==> config.mk <==
export PLATFORM = sky130hd
export DESIGN_NAME = sram_arbiter_flat
export DESIGN_NICKNAME = d
export VERILOG_FILES = /design/src/rtl/sram_arbiter_if.sv /design/src/rtl/sram_arbiter.sv /design/src/flat_wrapper.sv
export SDC_FILE = /design/constraint.sdc
export NUM_CORES = 1
export LEC_CHECK = 0
export CORE_UTILIZATION = 35
export CTS_CLUSTER_DIAMETER = 150
export DETAILED_ROUTE_END_ITERATION = 16
export DONT_BUFFER_PORTS = 1
export PLACE_DENSITY_LB_ADDON = 0.08
export SYNTH_ARGS = -nofsm -noshare
export SYNTH_HDL_FRONTEND = slang
export SYNTH_SLANG_ARGS = --single-unit
==> constraint.sdc <==
create_clock -name clk_sys -period 1.95 [get_ports clk_sys]
set_clock_uncertainty 0.1 [all_clocks]
set_input_delay 0.0975 -clock clk_sys [delete_from_list [all_inputs] [get_ports clk_sys]]
set_output_delay 0.0975 -clock clk_sys [all_outputs]
set_load 0.05 [all_outputs]
==> src/rtl/sram_arbiter_if.sv <==
// Requester and SRAM side signals of the work-SRAM arbiter.
// The master modport is the requester/SRAM side; the slave modport is the arbiter.
interface sram_arbiter_if #(
    parameter int AW = 17
);
    logic          dl_active;
    logic          dl_req;
    logic [AW-1:0] dl_addr;
    logic [7:0]    dl_data;
    logic          dl_ack;

    logic          vid_req;
    logic [AW-1:0] vid_addr;
    logic          vid_ack;
    logic [7:0]    vid_rdata;
    logic          vid_rvalid;

    logic          cpu_req;
    logic          cpu_we;
    logic [AW-1:0] cpu_addr;
    logic [7:0]    cpu_wdata;
    logic          cpu_ack;
    logic [7:0]    cpu_rdata;
    logic          cpu_rvalid;
    logic          cpu_hold;

    logic [AW-1:0] sram_addr;
    logic          sram_we;
    logic [7:0]    sram_do;
    logic [7:0]    sram_di;

    modport master (
        output dl_active, dl_req, dl_addr, dl_data,
        output vid_req, vid_addr,
        output cpu_req, cpu_we, cpu_addr, cpu_wdata,
        output sram_di,
        input  dl_ack, vid_ack, vid_rdata, vid_rvalid,
        input  cpu_ack, cpu_rdata, cpu_rvalid, cpu_hold,
        input  sram_addr, sram_we, sram_do
    );

    modport slave (
        input  dl_active, dl_req, dl_addr, dl_data,
        input  vid_req, vid_addr,
        input  cpu_req, cpu_we, cpu_addr, cpu_wdata,
        input  sram_di,
        output dl_ack, vid_ack, vid_rdata, vid_rvalid,
        output cpu_ack, cpu_rdata, cpu_rvalid, cpu_hold,
        output sram_addr, sram_we, sram_do
    );
endinterface

==> src/rtl/sram_arbiter.sv <==
// Fixed-priority arbiter for the shared work SRAM (download > starved CPU > video > CPU); ack 1 cycle
// after the grant cycle, read data 2 cycles; losers just keep req high (no drop) until acked.
module sram_arbiter #(
    parameter int AW           = 17,
    parameter int CPU_MAX_WAIT = 4,
    parameter int WCNT_W       = 3
) (
    input  logic          clk_sys,
    input  logic          reset,
    sram_arbiter_if.slave bus
);
    localparam logic [WCNT_W-1:0] WMAX = WCNT_W'(CPU_MAX_WAIT);

    typedef enum logic [1:0] {SRC_NONE, SRC_DL, SRC_VID, SRC_CPU} src_e;
    typedef enum logic [1:0] {TAG_NONE, TAG_VID, TAG_CPU} tag_e;

    typedef struct packed {
        logic [AW-1:0] addr;
        logic          we;
        logic [7:0]    dat;
    } acc_t;

    src_e              win;
    acc_t              acc;
    acc_t              acc_q;
    tag_e              tag_q;
    logic [WCNT_W-1:0] wcnt;
    logic              dl_ack_q, vid_ack_q, cpu_ack_q;
    logic              vid_rvalid_q, cpu_rvalid_q;
    logic [7:0]        vid_rdata_q, cpu_rdata_q;
    logic              hold_q;

    // A download window locks out both other requesters entirely.
    always_comb begin
        win = SRC_NONE;
        if (bus.dl_active) begin
            if (bus.dl_req) win = SRC_DL;
        end else if (bus.cpu_req && wcnt == WMAX) begin
            win = SRC_CPU;
        end else if (bus.vid_req) begin
            win = SRC_VID;
        end else if (bus.cpu_req) begin
            win = SRC_CPU;
        end
    end

    always_comb begin
        acc = '{addr: acc_q.addr, we: 1'b0, dat: acc_q.dat};
        case (win)
            SRC_DL:  acc = '{addr: bus.dl_addr,  we: 1'b1,       dat: bus.dl_data};
            SRC_VID: acc = '{addr: bus.vid_addr, we: 1'b0,       dat: acc_q.dat};
            SRC_CPU: acc = '{addr: bus.cpu_addr, we: bus.cpu_we, dat: bus.cpu_wdata};
            default: ;
        endcase
    end

    always_ff @(posedge clk_sys) begin
        if (reset) begin
            acc_q        <= '0;
            tag_q        <= TAG_NONE;
            wcnt         <= '0;
            dl_ack_q     <= 1'b0;
            vid_ack_q    <= 1'b0;
            cpu_ack_q    <= 1'b0;
            vid_rvalid_q <= 1'b0;
            cpu_rvalid_q <= 1'b0;
            vid_rdata_q  <= '0;
            cpu_rdata_q  <= '0;
            hold_q       <= 1'b0;
        end else begin
            acc_q     <= acc;
            dl_ack_q  <= (win == SRC_DL);
            vid_ack_q <= (win == SRC_VID);
            cpu_ack_q <= (win == SRC_CPU);
            hold_q    <= bus.dl_active;

            // The tag follows the access through the SRAM so the data lands on the right port.
            if (win == SRC_VID)                     tag_q <= TAG_VID;
            else if (win == SRC_CPU && !bus.cpu_we) tag_q <= TAG_CPU;
            else                                    tag_q <= TAG_NONE;

            vid_rvalid_q <= (tag_q == TAG_VID);
            cpu_rvalid_q <= (tag_q == TAG_CPU);
            if (tag_q == TAG_VID) vid_rdata_q <= bus.sram_di;
            if (tag_q == TAG_CPU) cpu_rdata_q <= bus.sram_di;

            if (win == SRC_CPU || !bus.cpu_req) wcnt <= '0;
            else if (!bus.dl_active && wcnt != WMAX) wcnt <= wcnt + 1'b1;
        end
    end

    assign bus.sram_addr  = acc_q.addr;
    assign bus.sram_we    = acc_q.we & ~reset;
    assign bus.sram_do    = acc_q.dat;
    assign bus.dl_ack     = dl_ack_q;
    assign bus.vid_ack    = vid_ack_q;
    assign bus.cpu_ack    = cpu_ack_q;
    assign bus.vid_rvalid = vid_rvalid_q;
    assign bus.cpu_rvalid = cpu_rvalid_q;
    assign bus.vid_rdata  = vid_rdata_q;
    assign bus.cpu_rdata  = cpu_rdata_q;
    assign bus.cpu_hold   = hold_q;
endmodule

==> src/flat_wrapper.sv <==
// flat-port wrapper written by rule: the top's interface ports become plain ports
module sram_arbiter_flat 
#(
    parameter int AW           = 17,
    parameter int CPU_MAX_WAIT = 4,
    parameter int WCNT_W       = 3
)
  (clk_sys, reset, bus_dl_active, bus_dl_req, bus_dl_addr, bus_dl_data, bus_vid_req, bus_vid_addr, bus_cpu_req, bus_cpu_we, bus_cpu_addr, bus_cpu_wdata, bus_sram_di, bus_dl_ack, bus_vid_ack, bus_vid_rdata, bus_vid_rvalid, bus_cpu_ack, bus_cpu_rdata, bus_cpu_rvalid, bus_cpu_hold, bus_sram_addr, bus_sram_we, bus_sram_do);
  sram_arbiter_if #(.AW(AW)) bus_i ();
  input  logic clk_sys;
  input  logic reset;
  input wire logic [$bits(bus_i.dl_active)-1:0] bus_dl_active;
  input wire logic [$bits(bus_i.dl_req)-1:0] bus_dl_req;
  input wire logic [$bits(bus_i.dl_addr)-1:0] bus_dl_addr;
  input wire logic [$bits(bus_i.dl_data)-1:0] bus_dl_data;
  input wire logic [$bits(bus_i.vid_req)-1:0] bus_vid_req;
  input wire logic [$bits(bus_i.vid_addr)-1:0] bus_vid_addr;
  input wire logic [$bits(bus_i.cpu_req)-1:0] bus_cpu_req;
  input wire logic [$bits(bus_i.cpu_we)-1:0] bus_cpu_we;
  input wire logic [$bits(bus_i.cpu_addr)-1:0] bus_cpu_addr;
  input wire logic [$bits(bus_i.cpu_wdata)-1:0] bus_cpu_wdata;
  input wire logic [$bits(bus_i.sram_di)-1:0] bus_sram_di;
  output wire logic [$bits(bus_i.dl_ack)-1:0] bus_dl_ack;
  output wire logic [$bits(bus_i.vid_ack)-1:0] bus_vid_ack;
  output wire logic [$bits(bus_i.vid_rdata)-1:0] bus_vid_rdata;
  output wire logic [$bits(bus_i.vid_rvalid)-1:0] bus_vid_rvalid;
  output wire logic [$bits(bus_i.cpu_ack)-1:0] bus_cpu_ack;
  output wire logic [$bits(bus_i.cpu_rdata)-1:0] bus_cpu_rdata;
  output wire logic [$bits(bus_i.cpu_rvalid)-1:0] bus_cpu_rvalid;
  output wire logic [$bits(bus_i.cpu_hold)-1:0] bus_cpu_hold;
  output wire logic [$bits(bus_i.sram_addr)-1:0] bus_sram_addr;
  output wire logic [$bits(bus_i.sram_we)-1:0] bus_sram_we;
  output wire logic [$bits(bus_i.sram_do)-1:0] bus_sram_do;
  assign bus_i.dl_active = bus_dl_active;
  assign bus_i.dl_req = bus_dl_req;
  assign bus_i.dl_addr = bus_dl_addr;
  assign bus_i.dl_data = bus_dl_data;
  assign bus_i.vid_req = bus_vid_req;
  assign bus_i.vid_addr = bus_vid_addr;
  assign bus_i.cpu_req = bus_cpu_req;
  assign bus_i.cpu_we = bus_cpu_we;
  assign bus_i.cpu_addr = bus_cpu_addr;
  assign bus_i.cpu_wdata = bus_cpu_wdata;
  assign bus_i.sram_di = bus_sram_di;
  assign bus_dl_ack = bus_i.dl_ack;
  assign bus_vid_ack = bus_i.vid_ack;
  assign bus_vid_rdata = bus_i.vid_rdata;
  assign bus_vid_rvalid = bus_i.vid_rvalid;
  assign bus_cpu_ack = bus_i.cpu_ack;
  assign bus_cpu_rdata = bus_i.cpu_rdata;
  assign bus_cpu_rvalid = bus_i.cpu_rvalid;
  assign bus_cpu_hold = bus_i.cpu_hold;
  assign bus_sram_addr = bus_i.sram_addr;
  assign bus_sram_we = bus_i.sram_we;
  assign bus_sram_do = bus_i.sram_do;
  sram_arbiter #(.AW(AW), .CPU_MAX_WAIT(CPU_MAX_WAIT), .WCNT_W(WCNT_W)) u_core (.clk_sys(clk_sys), .reset(reset), .bus(bus_i));
endmodule
-- Word level (Yosys, flattened, before mapping)
Index checks and enable logic that the tools add are counted.
W data, S select, Z words.
- equal/unequal tests: 7
- bitwise gates (word level): 3
- multiplexer cells: 8
- $add $sub $neg: 1
- reductions and logical operators: 12
- operator list (kind ; count):
    $pmux W26 S3 ; 1
    $mux W2 ; 5
    $eq A2 B2 Y1 const B ; 3
    $eq A2 B1 Y1 const B ; 2
    $reduce_or A2 Y1 ; 2
    $add A3 B1 Y3 const B ; 1
    $eq A3 B3 Y1 const B ; 1
    $logic_and A1 B1 Y1 ; 3
    $logic_not A1 Y1 ; 3
    $ne A3 B3 Y1 const B ; 1
    $reduce_bool A3 Y1 ; 1
    $mux W1 ; 2
    $not A1 Y1 ; 2
    $reduce_and A2 Y1 ; 1
    $reduce_bool A2 Y1 ; 1
    $and A1 B1 Y1 ; 1
    $logic_or A1 B1 Y1 ; 1
- logic and storage cells: 45
- register bits after elaboration: 53
- output and inout bits: 48
- input port bits: 82

-- Logic depth before layout (Yosys ltp)
- word-level depth: 8
- gate-level depth with buffers: 7

-- Worst setup path before layout
OpenSTA, ideal clock, no wires.
- path type: flip-flop to flip-flop
- from: reg u_core.wcnt[0]
- to: reg u_core.acc_q (netlist bit u_core.bus.sram_do[7])
- cell stages (with the launch flop): 8
- buffers on the path: 2
- period minus slack after synthesis: 1588 ps
- setup slack: 362 ps
- data required time: 1718 ps
- arrival time: 1356 ps
- cells stage by stage: dfxtp_1 -> inv_1 -> ha_1 -> a21bo_1 -> buf_4 -> buf_6 -> a32oi_1 -> a21oi_1
- cells in the longest elaborated chain, start to end: 7
- ends and longest elaborated chain (element ; line ; text):
    start: declaration ; sram_arbiter.sv:27 ; logic [WCNT_W-1:0] wcnt;
    start signal: assignment ; sram_arbiter.sv:88 ; else if (!bus.dl_active && wcnt != WMAX) wcnt <= wcnt + 1'b1;
    $eq A3 B3 Y1 * ; sram_arbiter.sv:38 ; end else if (bus.cpu_req && wcnt == WMAX) begin
    $logic_and A1 B1 Y1 * ; sram_arbiter.sv:38 ;
    $mux W2 * ; sram_arbiter.sv:38 ;
    $mux W2 * ; sram_arbiter.sv:36 ; if (bus.dl_active) begin
    $eq A2 B2 Y1 or $eq A2 B1 Y1 (tied branches) ; sram_arbiter.sv:49 ; case (win)
    $reduce_bool A2 Y1 (no line) or $not A1 Y1 (tied branches) ; -- ;
    $reduce_and A2 Y1 (no line) ; -- ;
    end signal: assignment ; sram_arbiter.sv:59 ; acc_q <= '0;
    end signal: assignment ; sram_arbiter.sv:71 ; acc_q <= acc;
    end: declaration ; sram_arbiter.sv:25 ; acc_t acc_q;
Every way passes the cells marked *; elsewhere a longest branch is shown, timed or not.
A chain may end at the register's enable or synchronous reset.

-- Final worst setup path
- from: reg u_core.wcnt[0]
- to: reg u_core.acc_q (netlist bit u_core.bus.sram_addr[16])
- cells in the longest elaborated chain, start to end: 6
- ends and longest elaborated chain (element ; line):
    $eq A3 B3 Y1 * ; sram_arbiter.sv:38
    $logic_and A1 B1 Y1 * ; sram_arbiter.sv:38
    $mux W2 * ; sram_arbiter.sv:38
    $mux W2 * ; sram_arbiter.sv:36
    $eq A2 B2 Y1 or $eq A2 B1 Y1 (tied branches) ; sram_arbiter.sv:49
    $pmux W26 S3 or $reduce_bool A3 Y1 (tied branches) ; --
Marks and branches as above.

==> results.cfg <==
[layout]
drive_above_1_share_pct = 15.5
final_nets = 457
n_fill_cell = 705
multi_input_area_um2 = 1180
synthToLayoutAreaGrowth_pct = 34.9
finalNonFillerCells = 473
antennaDiodeCount = 0
seqCellArea_um2 = 1040

[pwr]
p_comb_share_pct = 24.9
total_power_mw = 2.44
p_leak_nw = 1.30
vdd_drop_max_v = 0.000276
power.share.sequential_pct = 47.9
power_density_nw_per_um2 = 693
p_sw_share_pct = 32.4
power.switching_mw = 0.790
power_frac_clock_pct = 27.2
p_int_mw = 1.65

[worst_hold_path]
min_path_type = in -> reg
hold-path-cell-count = 2

[routing]
drtIter0Drc = 120
drtPass1Iterations = 4
drcViolationCount = 0
highest_layer = met4
wl_per_cell_um = 17.5
ant_nets = 0
met2WireLength_um = 4010
vias = 2516
wirelength_um = 8260
route.met3.wl_um = 552
wirelength_met1_um = 3540
via_per_inst = 5.32

[worst_setup_path]
critical-path-top-delay-family = compound AO/OA/AOI/OAI gates
worstSetupPathType = reg -> reg
crit_start = u_core.wcnt[0]
slowest_stage = a21boi_4
cp.required_ps = 2060
critPathMaxFanout = 15
startpoint_type = register
ff2ff_path_depth = 5
r2r-end = u_core.bus.sram_addr[16]
cp.buffers_inverters = 1
cp-endpoint = u_core.bus.sram_addr[16]
cp-end-kind = register
arrival_ps = 1860
r2r-start = u_core.wcnt[0]
r2r_slack_ps = 200
crit_path_max_incr_delay_ps = 430
worstSetupPathDepth = 5
path_cells = inv_1 > ha_1 > a21boi_4 > o211ai_1 > a311oi_1

[global_routing]
grt_first_pass_wirelength_um = 12400
overflow = 0
track_usage_pct = 20.8
grt_max_degree = 50
grt_antenna_before_repair = 0
grt_pass1_vias = 2507

[synth]
synth_top_area_share_pct = 39.9
ys.warnings.count = 0
synth_top_family_by_area = compound AO/OA/AOI/OAI gates
synth_edf_count = 0
yosysSeqAreaShare_pct = 39.9
yosysTopAreaCell = dfxtp_1
synthSimpleGateAreaFrac_pct = 15.5
synth_compound_area_share_pct = 28.0
synth.distinct_cells = 34
ys_top_cells_by_area = dfxtp_1 (40%), buf_4 (8.3%), a21oi_1 (8.2%)
synthMuxAreaShare_pct = 0.384
ys.flop_type = dfxtp_1
syn-mean-instance-area_um2 = 8.53
syn_inst = 306
yosys.cell_count.top_type = dfxtp_1
synthesis.area_um2 = 2610
synth_commonest_cells = dfxtp_1 (52), a21oi_1 (43), nand2_1 (33), nand3_1 (30), buf_4 (29)
synth.ff_latch_count = 52
async_flop_share_pct = 0
synthAdderAreaFrac_pct = 0.959
synth_fp_nets = 390
synth_xor_area_share_pct = 0.336

[job]
drv_cap = 0

[timing]
maxSlewViolCount = 0
setup_viol = 0
worst_pin_slew_ps = 606
relSlewSlack_pct = 59.5
fmax_mhz = 571
fin_setup_tns_ps = 0
finalHoldViolCount = 1
fin_crit_sh_pct = 89.9
finalCriticalPeriod_ps = 1750
rsz0062_at_grt = no
hold_ws_ps = -0.996

[outcome]
status = finished with violations
violations = hold timing

[placed_design]
place_congestion = 0.756
placedCellCount = 389
dp_hpwl_um = 4910
place.port_buffers = 0

[clock_network]
cts.sink_count = 52
htree_levels = 2
cts_tree = yes
numCtsBuffers = 5
clk_pin_slew_worst_paths_ps = 100
cts-root-buf = clkbuf_8
clkLatencyLatePin_ps = 310
cts_setup_buffers = 0
clock_path_buffers = 2

[floorplan]
core_um2 = 7210
die_area_um2 = 7810
io_pins = 130
die_w_um = 88.4
fp-row-count = 31
initial_core_util_pct = 36.2
die_h_um = 88.4
-- through the flow --
step	cell area, um2	setup slack, ps	hold slack, ps	util (%)
6_report	3520	197	-0.996	48.8
5_1_grt	3520	110	7.43	48.8
4_1_cts	3520	64.3	1.31	48.8
3_5_place_dp	2650	257	74.8	36.7
3_3_place_gp	2650	293	71.4	36.7
2_1_floorplan	2610	362	75.7	-
-- logic make-up after synthesis --
logic type	after synthesis
flops	52
simple gates	86
xor+xnor	1
buf+inv	59
mux	1
compound gates	105
fa+ha+maj	2
-- repair_timing --
action,in CTS,in global routing
hold buffers,76,0
endpoints found under the setup margin,0,1
endpoints found under the hold margin,52,0
resized for setup,0,1
-- registers in the layout, indices dropped and copies added, names as in the netlist, 3 cells and up --
name                  count
u_core.bus.sram_do        8
u_core.bus.vid_rdata      8
u_core.wcnt               3
u_core.bus.sram_addr     17
u_core.bus.cpu_rdata      8
-- worst min-delay path by stage --
stage	start	to	slack (ps)
detailed placement	reset	u_core.acc_q[8]	70
global placement	reset	u_core.bus.vid_rdata[3]	70
CTS	reset	u_core.bus.vid_rvalid	1
floorplan	bus_cpu_we	u_core.tag_q[1]	80
global route	reset	u_core.bus.cpu_ack	7
finish	reset	u_core.bus.vid_rvalid	-1
-- cell usage in the layout (no fill, tap or decap), types with 2 or more instances in the layout --
cell / n
dlygate4sd3_1: 75
dfxtp_1: 52
a21oi_1: 43
buf_4: 39
nand2_1: 33
nand3_1: 30
o211ai_1: 15
o21ai_0: 14
a311oi_1: 14
a32oi_1: 8
nor2_1: 6
clkbuf_8: 6
inv_1: 4
nor2b_1: 4
nand2b_1: 4
a311oi_2: 3
a21boi_4: 2
and3_1: 2
o21ai_1: 2
ha_1: 2
clkinvlp_4: 2
-- per-layer routing --
metal  GRT usage, %  up-vias
met4           7.92        0
met2           34.1      110
met3           4.10       14
met1           26.8     1188
li1               -     1204
met5              0        -
-- power groups by stage --
stage / combinational [mW] / clock, mW / sequential [mW]
final: 0.608 / 0.664 / 1.17
after global routing: 0.645 / 0.740 / 1.18
after CTS: 0.601 / 0.693 / 1.17
after detailed placement: 0.455 / 0 / 1.20
after global placement: 0.453 / 0 / 1.20
after floorplan: 0.411 / 0 / 1.21
-- area by class of cell --
| cell class | count | share of cell area, % |
|---|---|---|
| Clock buffer | 6 | 2.34 |
| Clock inverter | 2 | 0.426 |
| Tap cell | 99 | 3.52 |
| Timing Repair Buffer | 115 | 30.2 |
| Sequential cell | 52 | 29.6 |
| Multi-Input combinational cell | 195 | 33.5 |
| Inverter | 4 | 0.426 |
-- worst reg2reg max path: stages (launching register included) --
cell      delay (ps)
dfxtp_1          390
inv_1             60
ha_1             260
a21boi_4         430
o211ai_1         150
a311oi_1         270
(Power assumes the default switching activity.)
